===== src/rtl/router_pkg.sv =====
// Shared definitions for the router packet transmitter.
// Holds the transmitter state enum, the header byte layout
// (addr in [1:0], len in [7:2]) and the reserved destination address.
package router_pkg;

  localparam int unsigned BYTE_W = 8;
  localparam int unsigned ADDR_W = 2;
  localparam int unsigned LEN_W  = 6;

  // Destination 3 does not exist on the router.
  localparam logic [ADDR_W-1:0] ADDR_INVALID = 2'b11;

  typedef enum logic [2:0] {
    ST_IDLE,
    ST_HDR,
    ST_PLD,
    ST_PAR,
    ST_GAP
  } tx_state_e;

  // Header byte: len occupies [7:2], addr occupies [1:0].
  typedef struct packed {
    logic [LEN_W-1:0]  len;
    logic [ADDR_W-1:0] addr;
  } router_hdr_t;

  function automatic logic [BYTE_W-1:0] make_hdr(input logic [LEN_W-1:0]  len,
                                                 input logic [ADDR_W-1:0] addr);
    router_hdr_t hdr;
    hdr.len  = len;
    hdr.addr = addr;
    return hdr;
  endfunction

endpackage


===== src/rtl/router_tx_buf.sv =====
// Payload buffer for the packet transmitter.
// DEPTH x 8 register array filled in order from index 0, with an
// indexed combinational read port.
// Ports:
//   clock, reset   - clock, synchronous active-high reset
//   clr_i          - discard contents (count back to zero)
//   wr_en_i        - append wr_data_i (ignored while full)
//   wr_data_i      - byte to append
//   rd_idx_i       - read index
//   rd_data_o      - byte at rd_idx_i (zero when out of range)
//   cnt_o          - number of stored bytes
//   full_o         - registered, high when cnt_o == DEPTH
module router_tx_buf
  import router_pkg::*;
#(
  parameter int unsigned DEPTH = 63
) (
  input  logic              clock,
  input  logic              reset,
  input  logic              clr_i,
  input  logic              wr_en_i,
  input  logic [BYTE_W-1:0] wr_data_i,
  input  logic [LEN_W-1:0]  rd_idx_i,
  output logic [BYTE_W-1:0] rd_data_o,
  output logic [LEN_W-1:0]  cnt_o,
  output logic              full_o
);

  logic [BYTE_W-1:0] mem_q [DEPTH];
  logic [LEN_W-1:0]  cnt_q, cnt_d;
  logic              full_q, full_d;
  logic              wr_ok_c;

  assign wr_ok_c = wr_en_i && !full_q;

  // Count / full next state; clear wins over a write.
  always_comb begin
    cnt_d  = cnt_q;
    full_d = full_q;
    if (clr_i) begin
      cnt_d  = '0;
      full_d = 1'b0;
    end else if (wr_ok_c) begin
      cnt_d  = cnt_q + LEN_W'(1);
      full_d = (cnt_q == LEN_W'(DEPTH - 1));
    end
  end

  always_ff @(posedge clock) begin
    if (reset) begin
      cnt_q  <= '0;
      full_q <= 1'b0;
    end else begin
      cnt_q  <= cnt_d;
      full_q <= full_d;
    end
  end

  // Storage needs no reset: the count defines which entries are valid.
  always_ff @(posedge clock) begin
    if (wr_ok_c && !clr_i) begin
      mem_q[cnt_q] <= wr_data_i;
    end
  end

  assign rd_data_o = (32'(rd_idx_i) < DEPTH) ? mem_q[rd_idx_i] : '0;
  assign cnt_o     = cnt_q;
  assign full_o    = full_q;

endmodule


===== src/rtl/router_pkt_tx.sv =====
// Router packet transmitter: sends header, buffered payload and an
// even-XOR parity byte to the router input port, stalling on busy, then
// waits GAP_CYCLES cycles while collecting the router's err flag.
// Optional feature macro: ROUTER_TX_PARITY_CORRUPT_EN adds input corrupt,
// sampled with an accepted start, which inverts parity bit 0.
// Ports:
//   clock, reset          - clock, synchronous active-high reset
//   wr_en, wr_data        - payload buffer write (IDLE only)
//   wr_full               - buffer holds DEPTH bytes
//   start, dest_addr      - send request and destination (0..2)
//   corrupt               - (macro only) corrupt parity of this packet
//   busy                  - router stall
//   err_in                - router parity-error flag
//   data_out, pkt_valid   - byte stream to router
//   tx_active             - packet in progress
//   done                  - pulse at end of the gap
//   pkt_err               - error status of last packet
//   start_rej             - pulse when start is refused
module router_pkt_tx
  import router_pkg::*;
#(
  parameter int unsigned DEPTH      = 63,
  parameter int unsigned GAP_CYCLES = 3
) (
  input  logic              clock,
  input  logic              reset,
  input  logic              wr_en,
  input  logic [BYTE_W-1:0] wr_data,
  output logic              wr_full,
  input  logic              start,
  input  logic [ADDR_W-1:0] dest_addr,
`ifdef ROUTER_TX_PARITY_CORRUPT_EN
  input  logic              corrupt,
`endif
  input  logic              busy,
  input  logic              err_in,
  output logic [BYTE_W-1:0] data_out,
  output logic              pkt_valid,
  output logic              tx_active,
  output logic              done,
  output logic              pkt_err,
  output logic              start_rej
);

  localparam int unsigned GAP_W = $clog2(GAP_CYCLES + 1);

  tx_state_e         state_q, state_d;
  logic [LEN_W-1:0]  idx_q, idx_d;
  logic [BYTE_W-1:0] par_q, par_d;
  logic [GAP_W-1:0]  gap_q, gap_d;
  logic [BYTE_W-1:0] dout_q, dout_d;
  logic              pvld_q, pvld_d;
  logic              active_q, active_d;
  logic              done_q, done_d;
  logic              err_q, err_d;
  logic              rej_q, rej_d;
  logic              corrupt_q;

  logic              wr_ok_c;
  logic [LEN_W-1:0]  cnt_post_c;
  logic              start_ok_c;
  logic              clr_c;
  logic [LEN_W-1:0]  rd_idx_c;
  logic [BYTE_W-1:0] buf_rdata;
  logic [LEN_W-1:0]  buf_cnt;
  logic              buf_full;

  router_tx_buf #(
    .DEPTH (DEPTH)
  ) u_buf (
    .clock     (clock),
    .reset     (reset),
    .clr_i     (clr_c),
    .wr_en_i   (wr_ok_c),
    .wr_data_i (wr_data),
    .rd_idx_i  (rd_idx_c),
    .rd_data_o (buf_rdata),
    .cnt_o     (buf_cnt),
    .full_o    (buf_full)
  );

  // A same-cycle write lands before start, so the header length uses
  // the post-write count.
  assign wr_ok_c    = wr_en && (state_q == ST_IDLE) && !buf_full;
  assign cnt_post_c = buf_cnt + LEN_W'(wr_ok_c);
  assign start_ok_c = (state_q == ST_IDLE) && start && (cnt_post_c != '0)
                      && (dest_addr != ADDR_INVALID);

  // Prefetch the byte that goes on the wire after the current transfer.
  assign rd_idx_c = (state_q == ST_HDR) ? '0 : idx_q + LEN_W'(1);

`ifdef ROUTER_TX_PARITY_CORRUPT_EN
  always_ff @(posedge clock) begin
    if (reset) begin
      corrupt_q <= 1'b0;
    end else if (start_ok_c) begin
      corrupt_q <= corrupt;
    end
  end
`else
  assign corrupt_q = 1'b0;
`endif

  // Next-state and registered-output logic.
  always_comb begin
    state_d = state_q;
    idx_d   = idx_q;
    par_d   = par_q;
    gap_d   = gap_q;
    dout_d  = dout_q;
    pvld_d  = pvld_q;
    done_d  = 1'b0;
    rej_d   = 1'b0;
    err_d   = err_q;
    clr_c   = 1'b0;

    unique case (state_q)
      ST_IDLE: begin
        if (start_ok_c) begin
          state_d = ST_HDR;
          dout_d  = make_hdr(cnt_post_c, dest_addr);
          pvld_d  = 1'b1;
          err_d   = 1'b0;
        end else if (start) begin
          rej_d = 1'b1;
        end
      end
      ST_HDR: begin
        if (!busy) begin
          state_d = ST_PLD;
          par_d   = dout_q;
          idx_d   = '0;
          dout_d  = buf_rdata;
        end
      end
      ST_PLD: begin
        if (!busy) begin
          par_d = par_q ^ dout_q;
          idx_d = idx_q + LEN_W'(1);
          if ((idx_q + LEN_W'(1)) == buf_cnt) begin
            state_d = ST_PAR;
            dout_d  = par_q ^ dout_q ^ BYTE_W'(corrupt_q);
            pvld_d  = 1'b0;
          end else begin
            dout_d = buf_rdata;
          end
        end
      end
      ST_PAR: begin
        if (!busy) begin
          state_d = ST_GAP;
          gap_d   = GAP_W'(GAP_CYCLES);
        end
      end
      ST_GAP: begin
        err_d = err_q | err_in;
        if (gap_q == GAP_W'(1)) begin
          state_d = ST_IDLE;
          done_d  = 1'b1;
          clr_c   = 1'b1;
        end else begin
          gap_d = gap_q - GAP_W'(1);
        end
      end
      default: begin
        state_d = ST_IDLE;
      end
    endcase

    active_d = (state_d != ST_IDLE);
  end

  always_ff @(posedge clock) begin
    if (reset) begin
      state_q  <= ST_IDLE;
      idx_q    <= '0;
      par_q    <= '0;
      gap_q    <= '0;
      dout_q   <= '0;
      pvld_q   <= 1'b0;
      active_q <= 1'b0;
      done_q   <= 1'b0;
      err_q    <= 1'b0;
      rej_q    <= 1'b0;
    end else begin
      state_q  <= state_d;
      idx_q    <= idx_d;
      par_q    <= par_d;
      gap_q    <= gap_d;
      dout_q   <= dout_d;
      pvld_q   <= pvld_d;
      active_q <= active_d;
      done_q   <= done_d;
      err_q    <= err_d;
      rej_q    <= rej_d;
    end
  end

  assign data_out  = dout_q;
  assign pkt_valid = pvld_q;
  assign tx_active = active_q;
  assign done      = done_q;
  assign pkt_err   = err_q;
  assign start_rej = rej_q;
  assign wr_full   = buf_full;

endmodule


===== config.mk =====
export PLATFORM = sky130hd
export DESIGN_NAME = router_pkt_tx
export DESIGN_NICKNAME = d
export VERILOG_FILES = /design/src/rtl/router_pkg.sv /design/src/rtl/router_tx_buf.sv /design/src/rtl/router_pkt_tx.sv
export SDC_FILE = /design/constraint.sdc
export NUM_CORES = 1
export LEC_CHECK = 0
export ABC_CLOCK_PERIOD_IN_PS = 4800
export CORE_MARGIN = 4
export CORE_UTILIZATION = 60
export DETAILED_ROUTE_END_ITERATION = 10
export PLACE_DENSITY = 0.77
export SETUP_SLACK_MARGIN = 0.15
export SLEW_MARGIN = 0
export SYNTH_ARGS = -nofsm -noshare
export SYNTH_HDL_FRONTEND = slang
export SYNTH_HIERARCHICAL = 1
export SYNTH_SLANG_ARGS = --single-unit

===== constraint.sdc =====
create_clock -name clock -period 4.8 [get_ports clock]
set_clock_uncertainty 0.05 [all_clocks]
set_input_delay 1.44 -clock clock [delete_from_list [all_inputs] [get_ports clock]]
set_output_delay 1.44 -clock clock [all_outputs]
set_load 0.05 [all_outputs]

# [Word level (Yosys, flattened, before mapping)]
# Memory sizes are Yosys's and may differ from the RTL's.
# Cells that the tools add are included.
# Widths: inputs -> output; s select.
[word_totals] register_bits=39 latch_bits=0 mem_bits_rw=504 mem_bits_ro=0 out_inout_bits=14 word_cells=93 memories=1
[classes] n_addsub=4 mul=0 n_div=0 magnitude_cmp=1 n_eq_ne=14 shift=0 n_mux=34 bitwise=3 n_reduce_logical=24
[memory_table] memory="u_buf.mem_q" words=63 width=8 rd=1 rd_clocked_by_memory_dff=0 wr=1 line_no="router_tx_buf.sv:29" source="logic [BYTE_W-1:0] mem_q [DEPTH];"
[ops] cell="$mux 8" n=7
[ops] cell="$pmux 8 s3" n=1
[ops] cell="$mux 3" n=6
[ops] cell="$mux 6" n=3
[ops] cell="$pmux 8 s2" n=1
[ops] cell="$pmux 3 s5" n=1
[ops] cell="$ne 2x2->1 const B" n=7
[ops] cell="$add 6x1->6 const B" n=2
[ops] cell="$pmux 6 s2" n=1
[ops] cell="$mux 1" n=9
[ops] cell="$reduce_and 4->1" n=2
[ops] cell="$reduce_bool 2->1" n=4
[ops] cell="$xor 8x8->8" n=1
[ops] cell="$logic_and 1x1->1" n=7
[ops] cell="$add 6x1->6" n=1
[ops] cell="$eq 3x2->1 const B" n=2
[ops] cell="$eq 6x6->1" n=1
[ops] cell="$eq 6x6->1 const B" n=1
[ops] cell="$lt 6x6->1 const B" n=1
[ops] cell="$reduce_and 3->1" n=2
[ops] cell="$reduce_bool 3->1" n=2
[ops] cell="$reduce_bool 6->1" n=1
[ops] cell="$mux 2" n=2
[ops] cell="$pmux 1 s2" n=2
[ops] cell="12 further kinds" n=13

# [Depth between registers and ports, before layout]
# Gate-level depths: netlist (run 1).
[logic_depth] depth_word=10 ltp_mapped=15 depth_no_buf=11

# [Hierarchy]
# The synthesis (run 1) kept the hierarchy.
[modules_own_cells] module="router_tx_buf" n_inst=1 cells_per_inst=1026 area_each_um2=20100.5 seq_area_each_um2=15274.6
[modules_own_cells] module="router_pkt_tx" n_inst=1 cells_per_inst=241 area_each_um2=2015.7 seq_area_each_um2=640.6

# [Worst setup path after synthesis (run 1)]
# OpenSTA, ideal clock, no wires.
[synth_path] path_type="input to register" from="input wr_en" to="memory u_buf.mem_q[33][0], enable pin" t_arrival_ns=3.202 slack_ns=1.165 cell_stages=6 path_buffers=1 cell_sequence="and3_1 -> nor2b_1 -> clkbuf_1 -> nor3b_1 -> nand3_1 -> nor3_1"
[synth_between] elab_chain_cells=6
[synth_rtl] element="from (decl)" line_no="router_pkt_tx.sv:27" source="input logic wr_en,"
[synth_rtl] element="$logic_and 1x1->1 (2 in a row)" line_no="router_pkt_tx.sv:84" source="assign wr_ok_c = wr_en && (state_q == ST_IDLE) && !buf_full;"
[synth_rtl] element="$logic_and 1x1->1" line_no="router_tx_buf.sv:34" source="assign wr_ok_c = wr_en_i && !full_q;"
[synth_rtl] element="$logic_and 1x1->1" line_no="router_tx_buf.sv:61" source="if (wr_ok_c && !clr_i) begin"
[synth_rtl] element="$mux 1" line_no="router_tx_buf.sv:61"
[synth_rtl] element="$mux 1 (not written as such)" line_no="router_tx_buf.sv:62" source="mem_q[cnt_q] <= wr_data_i;"
[synth_rtl] element="to (decl)" line_no="router_tx_buf.sv:29"
# No other way between the ends.

# [Worst setup path after layout (run 1)]
[layout_path] from="input wr_en" to="memory u_buf.mem_q[31][1], enable pin"
[layout_between] elab_chain_cells=6
[layout_rtl] element="$logic_and 1x1->1 (2 in a row)" line_no="router_pkt_tx.sv:84"
[layout_rtl] element="net wr_ok_c" line_no="router_pkt_tx.sv:59" source="logic wr_ok_c;"
[layout_rtl] element="$logic_and 1x1->1" line_no="router_tx_buf.sv:34"
[layout_rtl] element="$logic_and 1x1->1" line_no="router_tx_buf.sv:61"
[layout_rtl] element="$mux 1" line_no="router_tx_buf.sv:61"
[layout_rtl] element="$mux 1 (not written as such)" line_no="router_tx_buf.sv:62"
# The timed path passes the listed nets, and every way through them passes these cells.

==> metrics.cfg, run 1 <==
[status]
status=completed

[synth]
synth_warnings=6
ys_ff_latch=543
synth_edf_count=504
synth.distinct_cells=58
seq_area_frac_synth_pct=71.96
syn_nets=1289
postSynthCellCount=1267
syn_area_per_cell_um2=17.46
syn_area_um2=22120
synth-main-ff-cell=edfxtp_1
synth-async-reset-ratio_pct=0

[sta]
maxSlewViolCount=0
min_period_ns=3.975
hold_viol_final=0
max_freq_mhz=251.6
rsz0062_at_grt=no
setup_ws_ns=0.8251
relSlewSlack_pct=20.55
tns_ns=0
worstMarginPinSlew_ns=1.192
final.period_utilization_pct=82.81
finalSetupViolations=0

[clock_network]
cts.path.max_buffers=3
numClockSinks=543
insertion_delay_ns=0.58
clk_pin_slew_ns=0.07
post_cts_buffers=0
htreeDepth=2
cts_root_buf=clkbuf_16
ctsResizeCount=0
numCtsBuffers=53
ctsHoldBuffers=0
cts_tree=done

[route]
routed-wl-met2_um=23480
met1Wirelength_um=19560
num_vias=12128
routed_wirelength_um=49450
met3_length_um=4781
drt-initial-drc-count=1190
ant_nets=0
vias_per_cell=6.499
wl_per_cell_um=26.50
drcViolationCount=0
dr.pass1.iters=5
highest_layer=met4

[global_routing]
grt_usage_pct=25.06
grt_max_degree=74
grt-ovfl-total=0
grt_pass1_vias=12085
antenna_found_initial=0
grt_pass1_wl_um=74240

[place]
dp_slack_ns=0.3560
portBuffers=29
gp_congestion=0.8695
post-dp-hpwl_um=29920

[job]
maxCapViolCount=0

[layout]
drive_gt1_share_pct=21.10
antenna_cells=0
post-route-util_pct=68.53
nNetsFinal=1378
area_growth_pct=13.17
fill_cells=2283

[hold_path]
hp-class=reg -> reg

[floorplanning]
fp.dieW_um=200.0
initial_core_util_pct=60.55
io_pins=30
core_area_um2=36520
die_area_um2=40000
dieHeight_um=200.0
num_rows=70

[setup_path]
slowest_stage=nand3_1
path_common_cell=buf_4
cp.arrival_ns=4.21
critPathTopFamily=simple AND/OR/NAND/NOR gates
slowest_delay_ns=0.69
crit_chain=clkdlybuf4s50_1 -> and3_1 -> nor2b_1 -> buf_4 -> nor3b_1 -> nand3_1 -> nor2_1 -> buf_4
worst_ep_required_time_ns=5.04
worstSetupPathType=in -> reg
critPathMaxFanout=8
endpoint_kind=flop
path_buf_inv=3
start_kind=input pin

[pwr]
p_total_mw=10.37
ir_drop_uv=261.3
power_density_nw_per_um2=414.1
leakagePower_nw=7.978

==> layer usage <==
metal | GRT usage, % | up-vias
li1 | - | 5228
met3 | 5.874 | 94
met5 | 0 | -
met1 | 35.46 | 6203
met4 | 8.855 | 0
met2 | 39.16 | 603
==> worst paths after layout <==
| kind | from | endpoint | slack, ns | cells past startpoint |
|---|---|---|---|---|
| worst min-delay path | gap_q[0] | gap_q[0] | 0.45 | 1 |
| worst min register to register | gap_q[0] | gap_q[0] | 0.45 | 1 |
| worst max register to register | idx_q[0] | data_out[0] | 0.90 | 13 |
| worst max-delay path | wr_en | u_buf/mem_q[31][1] | 0.83 | 8 |
==> worst register-to-register path, stage by stage (launching register included) <==
cell	delay [ns]
dfxtp_1	0.48
ha_1	0.32
nand3_1	0.21
xor2_1	0.23
nor2_4	0.12
buf_12	0.29
mux4_2	0.31
mux2i_1	0.13
a211oi_1	0.45
a311oi_1	0.12
buf_4	0.18
o32ai_1	0.50
a221oi_1	0.19
a311oi_1	0.24
==> placed cells by master (no fill, tap or decap), drive strengths merged, types with 21 or more instances in the layout <==
cell type / netlist / layout
a211oi: 24 / 24
nand3: 28 / 28
clkdlybuf4s50: 0 / 21
a21oi: 31 / 31
nor2b: 23 / 23
nand2: 34 / 34
dfxtp: 39 / 39
clkbuf: 34 / 68
nor2: 140 / 140
mux4: 100 / 100
buf: 46 / 93
o21ai: 22 / 22
mux2i: 61 / 61
edfxtp: 504 / 504
==> kinds of logic (layout without fill, tap and decap cells) <==
| logic type | count (synthesis) | in the layout | synth area share [%] |
|---|---|---|---|
| compound gates | 157 | 157 | 5.069 |
| xor+xnor | 29 | 29 | 1.312 |
| fa+ha+maj | 6 | 6 | 0.3394 |
| buf+inv | 84 | 215 | 1.974 |
| flops | 543 | 543 | 71.96 |
| mux | 168 | 168 | 13.30 |
| simple gates | 280 | 280 | 6.042 |
==> state kept, by name (all words and copies together), names as in the netlist <==
register and flops:
state_q 3, done 1, u_buf/cnt_o 6, idx_q 6
pkt_valid 1, u_buf/mem_q 504, gap_q 2, data_out 8
u_buf/full_o 1, tx_active 1, pkt_err 1, start_rej 1
par_q 8
==> power by group <==
group / switching (mW) / internal, mW / leakage [nW]
clock: 1.70 / 2.47 / 0.836
sequential: 0.0567 / 5.23 / 4.85
combinational: 0.559 / 0.354 / 2.29
==> stage by stage <==
| stage | hold WS (ns) | cell area, um^2 | instances |
|---|---|---|---|
| CTS | 0.4544 | 25030 | 1866 |
| detailed placement | 0.4460 | 23280 | 1769 |
| finish | 0.4523 | 25030 | 1866 |
| global placement | 0.4141 | 23280 | 1769 |
| global route | 0.4739 | 25030 | 1866 |
| floorplan | 0.4002 | 22120 | 1267 |
==> layout make-up <==
| type | instances | area, um^2 | area share [%] |
|---|---|---|---|
| clock buffers | 68 | 1425 | 5.694 |
| clock inverters | 29 | 322.8 | 1.290 |
| repair buffers | 114 | 963.4 | 3.849 |
| well taps | 468 | 585.6 | 2.340 |
| multi-input cells | 640 | 5802 | 23.18 |
| flip-flops and latches | 543 | 15920 | 63.59 |
| inverters | 4 | 15.01 | 0.05999 |
==> synthesized netlist by cell type (8+ instances only) <==
library cell | count | area, um^2
o21ai_0 | 21 | 105.1
nand2_1 | 34 | 127.6
xor2_1 | 16 | 140.1
a22oi_1 | 9 | 67.56
a21oi_1 | 29 | 145.1
o211ai_1 | 8 | 60.06
dfxtp_1 | 39 | 780.8
a211oi_1 | 24 | 180.2
buf_2 | 22 | 110.1
nor2b_1 | 23 | 143.9
nand3_1 | 27 | 135.1
mux4_2 | 100 | 2252
nor3_1 | 13 | 65.06
buf_4 | 15 | 112.6
a311oi_1 | 14 | 122.6
a221oi_1 | 9 | 78.83
xnor2_1 | 10 | 87.58
clkbuf_1 | 34 | 127.6
edfxtp_1 | 504 | 15130
nor2_1 | 139 | 521.8
mux2i_1 | 61 | 610.6
Note: power is estimated with default switching activity, not from simulation.
==> run 2, diff against run 1 <==
--- a/config.mk
+++ b/config.mk
@@ -5,7 +5,7 @@
 export SDC_FILE = /design/constraint.sdc
 export NUM_CORES = 1
 export LEC_CHECK = 0
-export ABC_CLOCK_PERIOD_IN_PS = 4800
+export ABC_CLOCK_PERIOD_IN_PS = 3800
 export CORE_MARGIN = 4
 export CORE_UTILIZATION = 60
 export DETAILED_ROUTE_END_ITERATION = 10
==> constraint.sdc (replaced) <==
create_clock -name clock -period 3.8 [get_ports clock]
set_clock_uncertainty 0.05 [all_clocks]
set_input_delay 1.14 -clock clock [delete_from_list [all_inputs] [get_ports clock]]
set_output_delay 1.14 -clock clock [all_outputs]
set_load 0.05 [all_outputs]
==> run 2 against run 1 <==
Critical path depth is 4 higher; core utilization increased by 0.57 points; sequential cell count stayed put; register-to-register slack worse by 0.69 ns; via count is 0.37% lower; cell count rose by 1.4%; combinational power up 30%; sequential share of layout area shrank 0.52 points; critical endpoint is now data_out[3].
==> metrics.cfg, run 2 (synthesized netlist as in run 1, its figures left out) <==
[layout]
drive_gt1_share_pct=23.24  ; +2.1 points
final_cell_mix=edfxtp_1 (504), nor2_1 (135), buf_4 (102)
layout_commonest_cell=edfxtp_1
post_layout_nonfiller_instances=1892  ; +1.4%
fin_area_um2=25240  ; +0.84%
largest-register=u_buf/mem_q
area_growth_pct=14.12
largest_register_ff_count=504  ; unchanged
antenna_cells=0  ; unchanged
post-route-util_pct=69.10  ; +0.57 points
nNetsFinal=1404  ; +1.9%

[clock_network]
ctsHoldBuffers=0  ; unchanged
htreeDepth=2  ; unchanged
post_cts_buffers=0  ; unchanged
clk_pin_slew_ns=0.06  ; about the same
cts_root_buf=clkbuf_16
cts_tree=done
insertion_delay_ns=0.59  ; about the same
numClockSinks=543  ; unchanged
cts.path.max_buffers=3  ; unchanged
numCtsBuffers=52  ; -1.9%

[setup_path]
path_buf_inv=3  ; unchanged
cp.depth=12  ; +4
endpoint_kind=flop
critPathTopFamily=compound AO/OA/AOI/OAI gates
path_common_cell=buf_4
crit_chain=nor3b_2 -> buf_4 -> nor2_4 -> buf_12 -> buf_4 -> mux4_2 -> nor2_1 -> a211oi_1 -> a311oi_1 -> o32ai_1 -> a221oi_1 -> a31oi_1
slowest_delay_ns=0.52  ; -0.17 ns
worst_ep_required_time_ns=4.21  ; -0.83 ns
worstSetupPathType=reg -> reg
cp.arrival_ns=4.01  ; -0.20 ns
worst-r2r-cell-count=12  ; -1
slowest_stage=mux4_2
start_kind=flop
critPathMaxFanout=35  ; +27

[floorplanning]
dieHeight_um=200.0  ; unchanged
num_rows=70  ; unchanged
fp.dieW_um=200.0  ; unchanged
core_area_um2=36520  ; unchanged
io_pins=30  ; unchanged
die_area_um2=40000  ; unchanged
initial_core_util_pct=60.55  ; unchanged

[pwr]
ir_drop_uv=349.3  ; +34%
power_density_nw_per_um2=509.3  ; +23%
leakagePower_nw=8.109  ; +1.6%

[sta]
finalSetupViolations=0  ; unchanged
hold_viol_final=0  ; unchanged
min_period_ns=3.592
relSlewSlack_pct=22.08  ; +1.5 points
timing.hold.ws_ns=0.4554  ; +0.003154 ns
max_freq_mhz=278.4
maxSlewViolCount=0  ; unchanged
tns_ns=0  ; unchanged
final.period_utilization_pct=94.53
rsz0062_at_grt=yes
worstMarginPinSlew_ns=1.169  ; -0.02293 ns

[global_routing]
grt_pass1_wl_um=72800  ; -1.9%
grt_max_degree=64  ; -14%
grt-ovfl-total=0  ; unchanged
antenna_found_initial=0  ; unchanged
grt_usage_pct=24.43  ; -0.63 points
grt_pass1_vias=11959  ; -1.0%

[route]
dr.pass1.iters=5  ; unchanged
routed_wirelength_um=47620  ; -3.7%
ant_nets=0  ; unchanged
num_vias=12083  ; -0.37%
drcViolationCount=0  ; unchanged
vias_per_cell=6.386  ; -1.7%
wl_per_cell_um=25.17  ; -5.0%
drt-initial-drc-count=1396  ; +17%

[place]
placedInstanceArea_um2=23530  ; +1.1%
post-dp-hpwl_um=29480  ; -1.4%
portBuffers=29  ; unchanged
dp.cells=1796  ; +1.5%
gp_congestion=0.9094  ; +4.6%

[hold_path]
hp-class=reg -> reg
worstHoldPathCells=1  ; unchanged

[status]
status=completed

[job]
maxCapViolCount=0  ; unchanged

## run 2: what timing repair did
| action | CTS | global route |
|---|---|---|
| setup endpoints to repair | 0 | 8 |
| hold endpoints to repair | 0 | 0 |
| resized for setup | 0 | 10 |
## run 2: path summary, 6_finish.rpt
| kind | slack [ns] | endpoint | startpoint |
|---|---|---|---|
| max | 0.21 | data_out[3] | state_q[0] |
| min | 0.46 | gap_q[0] | gap_q[0] |
| min reg2reg | 0.46 | gap_q[0] | gap_q[0] |
| max reg2reg | 0.21 | data_out[3] | state_q[0] |
## run 2: routing by layer
metal  global-route usage (%)  up-vias  wire length, um  part of all wire, %
li1                         -     5279                -                    -
met1                    35.98     6102            18980                   40
met2                    38.37      593            22750                   48
met3                    4.045      109             4311                  9.1
met4                    7.799        0             1575                  3.3
met5                        0        -                0                    0
## run 2: stage by stage
stage / total power, mW / setup slack [ns]
6_report: 12.85 / 0.2080
5_1_grt: 13.31 / 0.06745
4_1_cts: 12.93 / 0.1830
3_5_place_dp: 7.967 / 0.02260
3_3_place_gp: 7.941 / 0.09776
2_1_floorplan: 7.556 / 0.4646
## run 2: area by class of cell
type | count | area (um^2)
Tap cell | 468 | 585.6
Clock inverter | 25 | 239.0
Clock buffer | 71 | 1414
Sequential cell | 543 | 15920
Timing Repair Buffer | 141 | 1216
Multi-Input combinational cell | 640 | 5852
Fill cell | 2266 | 11280
Inverter | 4 | 15.01
## run 2: report_power, final
part           internal, mW  total (mW)  switching (mW)
combinational         0.478        1.19           0.709
clock                  2.88        5.00            2.12
sequential             6.60        6.67          0.0713
total                  9.96        12.9            2.90
==> run 3, diff against run 2 <==
--- a/config.mk
+++ b/config.mk
@@ -9,9 +9,9 @@
 export CORE_MARGIN = 4
 export CORE_UTILIZATION = 60
 export DETAILED_ROUTE_END_ITERATION = 10
+export GPL_ROUTABILITY_DRIVEN = 0
 export PLACE_DENSITY = 0.77
 export SETUP_SLACK_MARGIN = 0.15
-export SLEW_MARGIN = 0
 export SYNTH_ARGS = -nofsm -noshare
 export SYNTH_HDL_FRONTEND = slang
 export SYNTH_HIERARCHICAL = 1
==> results of run 3 <==
Final layout, timing and power as in run 2 (identical DEF).
==> RTL edit 1, RTL diff (flow settings as in run 2) <==
Compare `cnt_q` against `LEN_W'(DEPTH - 1)` with >= in place of ==.
--- a/src/rtl/router_tx_buf.sv
+++ b/src/rtl/router_tx_buf.sv
@@ -44,3 +44,3 @@
       cnt_d  = cnt_q + LEN_W'(1);
-      full_d = (cnt_q == LEN_W'(DEPTH - 1));
+      full_d = (cnt_q >= LEN_W'(DEPTH - 1));
     end
Behaviour: same outputs for any inputs over 4 cycles, from zero or initial values and one cycle with reset high; that may be too few to reach the edited logic, so the function may still have changed.
==> RTL edit 1 against run 2 <==
  * Routed wire length up 2.3%
  * Final area up 0.26%
  * Area after synthesis about the same
  * Clock power up 5.4%
  * Via count down 0.36%
  * Setup slack better by 0.077 ns
  * Power up 2.9%
  * Sequential cell count unchanged
  * Critical endpoint unchanged
==> RTL edit 1: results <==
[pwr]
p_leak_nw = 8.26
peakVddDrop_uv = 427

[critical_path]
crit_fanout = 18
cpMaxStageDelayCell = "dfxtp_1"
worstReg2RegEnd = "data_out[3]"
worst-endpoint-arrival_ns = 3.94
rrSetupSlack_ns = 0.29
reg2reg_depth = 11
slowest_delay_ns = 0.38
regToRegStartpoint = "idx_q[1]"

[cts]
clkTransAtPathRegs_ns = 0.06
cts.path.max_buffers = 3
cts.htree.levels = 2
post_cts_resized = 0
cts_made_buffers = 53
cts-root-buf = "clkbuf_16"
clk_latency_ns = 0.60

[hold_path]
hold_path.class = "flip-flop to flip-flop"
min_to = "gap_q[0]"
hp-start = "gap_q[0]"
min_path_cells = 1

[synthesis]
synth_cell_types = 66
synthArstFlopShare_pct = 0
synth_area_leaders = "edfxtp_1 68%, mux4_2 11%, dfxtp_1 3.5%"
yosysSeqAreaShare_pct = 71.9
synth-edff-count = 504
synthTopCellsByCount = "504 x edfxtp_1, 131 x nor2_1, 110 x mux4_2"
yosys_warnings = 6
ys.flop_type = "edfxtp_1"
syn_nets = 1255
synth_top_area_share_pct = 68.4

[finish]
largest_reg_flops = 504
nFillCells = 2222
nets = 1385
top_register = "u_buf/mem_q"
drive_above_1_share_pct = 24.3

[drt]
drt_iter0_drc = 1205
wl_per_cell_um = 26.0
via_count = 12000
first_pass_iters = 6

[place]
dp_hpwl_mm = 30.4
place.gp.congestion = 0.894
numPortBuffers = 29

[global_routing]
antenna_found_initial = 1
grt_pass1_wl_mm = 74.4
grt_use_total_pct = 24.9
grt_max_degree = 64

[timing]
tightest_slew_ns = 1.20

[status]
outcome = "completed"
[RTL edit 1: metal layers]
| layer | wire length (um) | GRT usage [%] | share of wire, % | vias to the layer above |
|---|---|---|---|---|
| met3 | 4260 | 5.09 | 8.7 | 110 |
| li1 | - | - | - | 5222 |
| met1 | 19400 | 36.0 | 40 | 6120 |
| met4 | 1760 | 9.43 | 3.6 | 0 |
| met2 | 23300 | 38.5 | 48 | 587 |
| met5 | 0 | 0 | 0 | - |
[RTL edit 1: what timing repair did]
action / 4_1_cts / 5_1_grt
setup buffers: 0 / 2
hold buffers: 0 / 0
endpoints found under the setup margin: 0 / 6
[RTL edit 1: how the worst max path moves through the flow]
stage	start	endpoint	slack [ns]	cells after the start
final	idx_q[1]	data_out[3]	0.29	11
after global routing	state_q[1]	data_out[4]	0.16	12
after CTS	state_q[1]	data_out[3]	0.28	11
after detailed placement	wr_en	tx_active	0.11	10
after global placement	wr_en	tx_active	0.08	10
after floorplan	state_q[2]	data_out[6]	0.64	11
[RTL edit 1: worst max-delay path, delay by kind of cell (launching register included)]
family                   cells  cell delay (ns)
XOR/XNOR                     1             0.22
AND/OR/NAND/NOR              2             0.58
flip-flops                   1             0.38
multiplexers                 1             0.32
adder cells (fa/ha/maj)      1             0.27
buffers and inverters        1             0.24
AO/OA/AOI/OAI                5             1.32
[RTL edit 1: power by group]
| group | internal (mW) | switching, mW |
|---|---|---|
| clock | 3.11 | 2.16 |
| combinational | 0.542 | 0.740 |
| sequential | 6.60 | 0.0694 |
[RTL edit 1: area by class of cell]
type	instances	area share, %
clock buffer	63	5.39
tap	468	2.31
inverter	4	0.0593
clock inverter	33	1.52
multi-input combinational	611	22.7
antenna	1	0.00989
sequential	543	62.9
timing repair buffer	150	5.07
[RTL edit 1: logic make-up after synthesis]
kind of cell | share of synthesized area [%]
flops | 71.9
simple gates | 5.57
mux | 13.6
compound gates | 5.06
buf+inv | 2.22
xor+xnor | 1.31
fa+ha+maj | 0.339
[RTL edit 1: stage by stage]
stage          hold WS (ns)  instances  area (um2)  utilization, %  setup slack (ns)
2_1_floorplan         0.400       1233       22100               -             0.639
6_report              0.435       1873       25300            69.3             0.285
3_5_place_dp          0.431       1774       23500            64.4             0.107
4_1_cts               0.440       1870       25300            69.2             0.280
3_3_place_gp          0.413       1774       23500            64.4            0.0813
5_1_grt               0.459       1872       25300            69.3             0.157
==> RTL edit 2, RTL diff (settings of run 2) <==
Made on the original files. Build with the macro `ROUTER_TX_PARITY_CORRUPT_EN` defined.
--- a/src/rtl/router_pkt_tx.sv
+++ b/src/rtl/router_pkt_tx.sv
@@ -18,2 +18,4 @@
 //   start_rej             - pulse when start is refused
+`define ROUTER_TX_PARITY_CORRUPT_EN
+
 module router_pkt_tx
Ports: changed (added corrupt); port bits go from 30 to 31. No check against the original RTL was run, so the function may have changed too.
==> RTL edit 2 against run 2 <==
  * Sequential cell count increased by 1
  * Count of clock-buffer cells in the layout decreased by 1
  * First-iteration DRC count decreased by 4.1%
  * Final area increased by 1.2%
  * Via count increased by 2.5%
  * Power increased by 0.45%
  * Routed wire length increased by 4.4%
  * Setup slack got worse by 0.0057 ns
  * Area after synthesis increased by 0.60%
  * Die area increased by 0.58%
==> RTL edit 2: results <==
[status]
outcome = "completed"

[pwr]
pwr-share-comb_pct = 9.5
peakVddDrop_uv = 375
p_leak_nw = 8.21
pwr_density_cell_nw_per_um2 = 505
power_mw = 12.9

[timing]
post-route-period-util_pct = 94.7
hold_ws_ns = 0.449
worst_slew_margin_rel_pct = 25.5

[drt]
wl_per_cell_um = 25.8

[place]
dp_hpwl_mm = 29.7
dp.cells = 1821
pre_cts_ws_ns = 0.138

[synthesis]
synth_fa_ha_area_share_pct = 0.337
synth_compound_area_share_pct = 5.47
synth_cells = 1290
synth_area_leaders = "edfxtp_1 68%, mux4_2 10%, dfxtp_1 3.6%"
synthXorXnorAreaFrac_pct = 1.37
synthTopCellsByCount = "504 x edfxtp_1, 140 x nor2_1, 100 x mux4_2"

[global_routing]
grt_use_total_pct = 24.1
grt_pass1_wl_mm = 74.3
grt_pass1_vias = 12100

[finish]
nFillCells = 2244
drive_above_1_share_pct = 24.0
nets = 1436

[critical_path]
reg2reg_depth = 14
regToRegStartpoint = "idx_q[1]"
worst-endpoint-arrival_ns = 4.00
slowest_delay_ns = 0.35
crit_fanout = 22

[cts]
post_cts_resized = 1
==> RTL edit 2: changes by cell type in the layout (fill, tap and decap cells not counted), moves of 6 or more <==
cell	before	now
nand3_1	27	17
buf_4	102	109
a211oi_2	4	11
a311oi_1	12	3
o21ai_0	21	27
==> RTL edit 2: worst max path at each step <==
stage,start,endpoint,cells after the start
floorplan,wr_en,u_buf/mem_q[33][0],6
global placement,wr_en,data_out[0],10
detailed placement,wr_en,data_out[0],10
CTS,state_q[0],data_out[0],14
global route,state_q[0],data_out[4],15
finish,idx_q[1],data_out[4],14
==> RTL edit 2: final cells by class <==
cell class	instances	share of cell area (%)
Clock buffer	70	5.69
Clock inverter	27	0.813
Inverter	4	0.0588
Multi-Input combinational cell	660	23.6
Sequential cell	544	62.4
Tap cell	468	2.29
Timing Repair Buffer	150	5.14
==> RTL edit 2: layer usage <==
metal	vias up	routed length, um	track usage, %
met5	-	0	0
met4	0	1340	7.01
met3	105	4750	5.85
met2	627	24000	37.8
met1	6276	19600	34.5
li1	5375	-	-
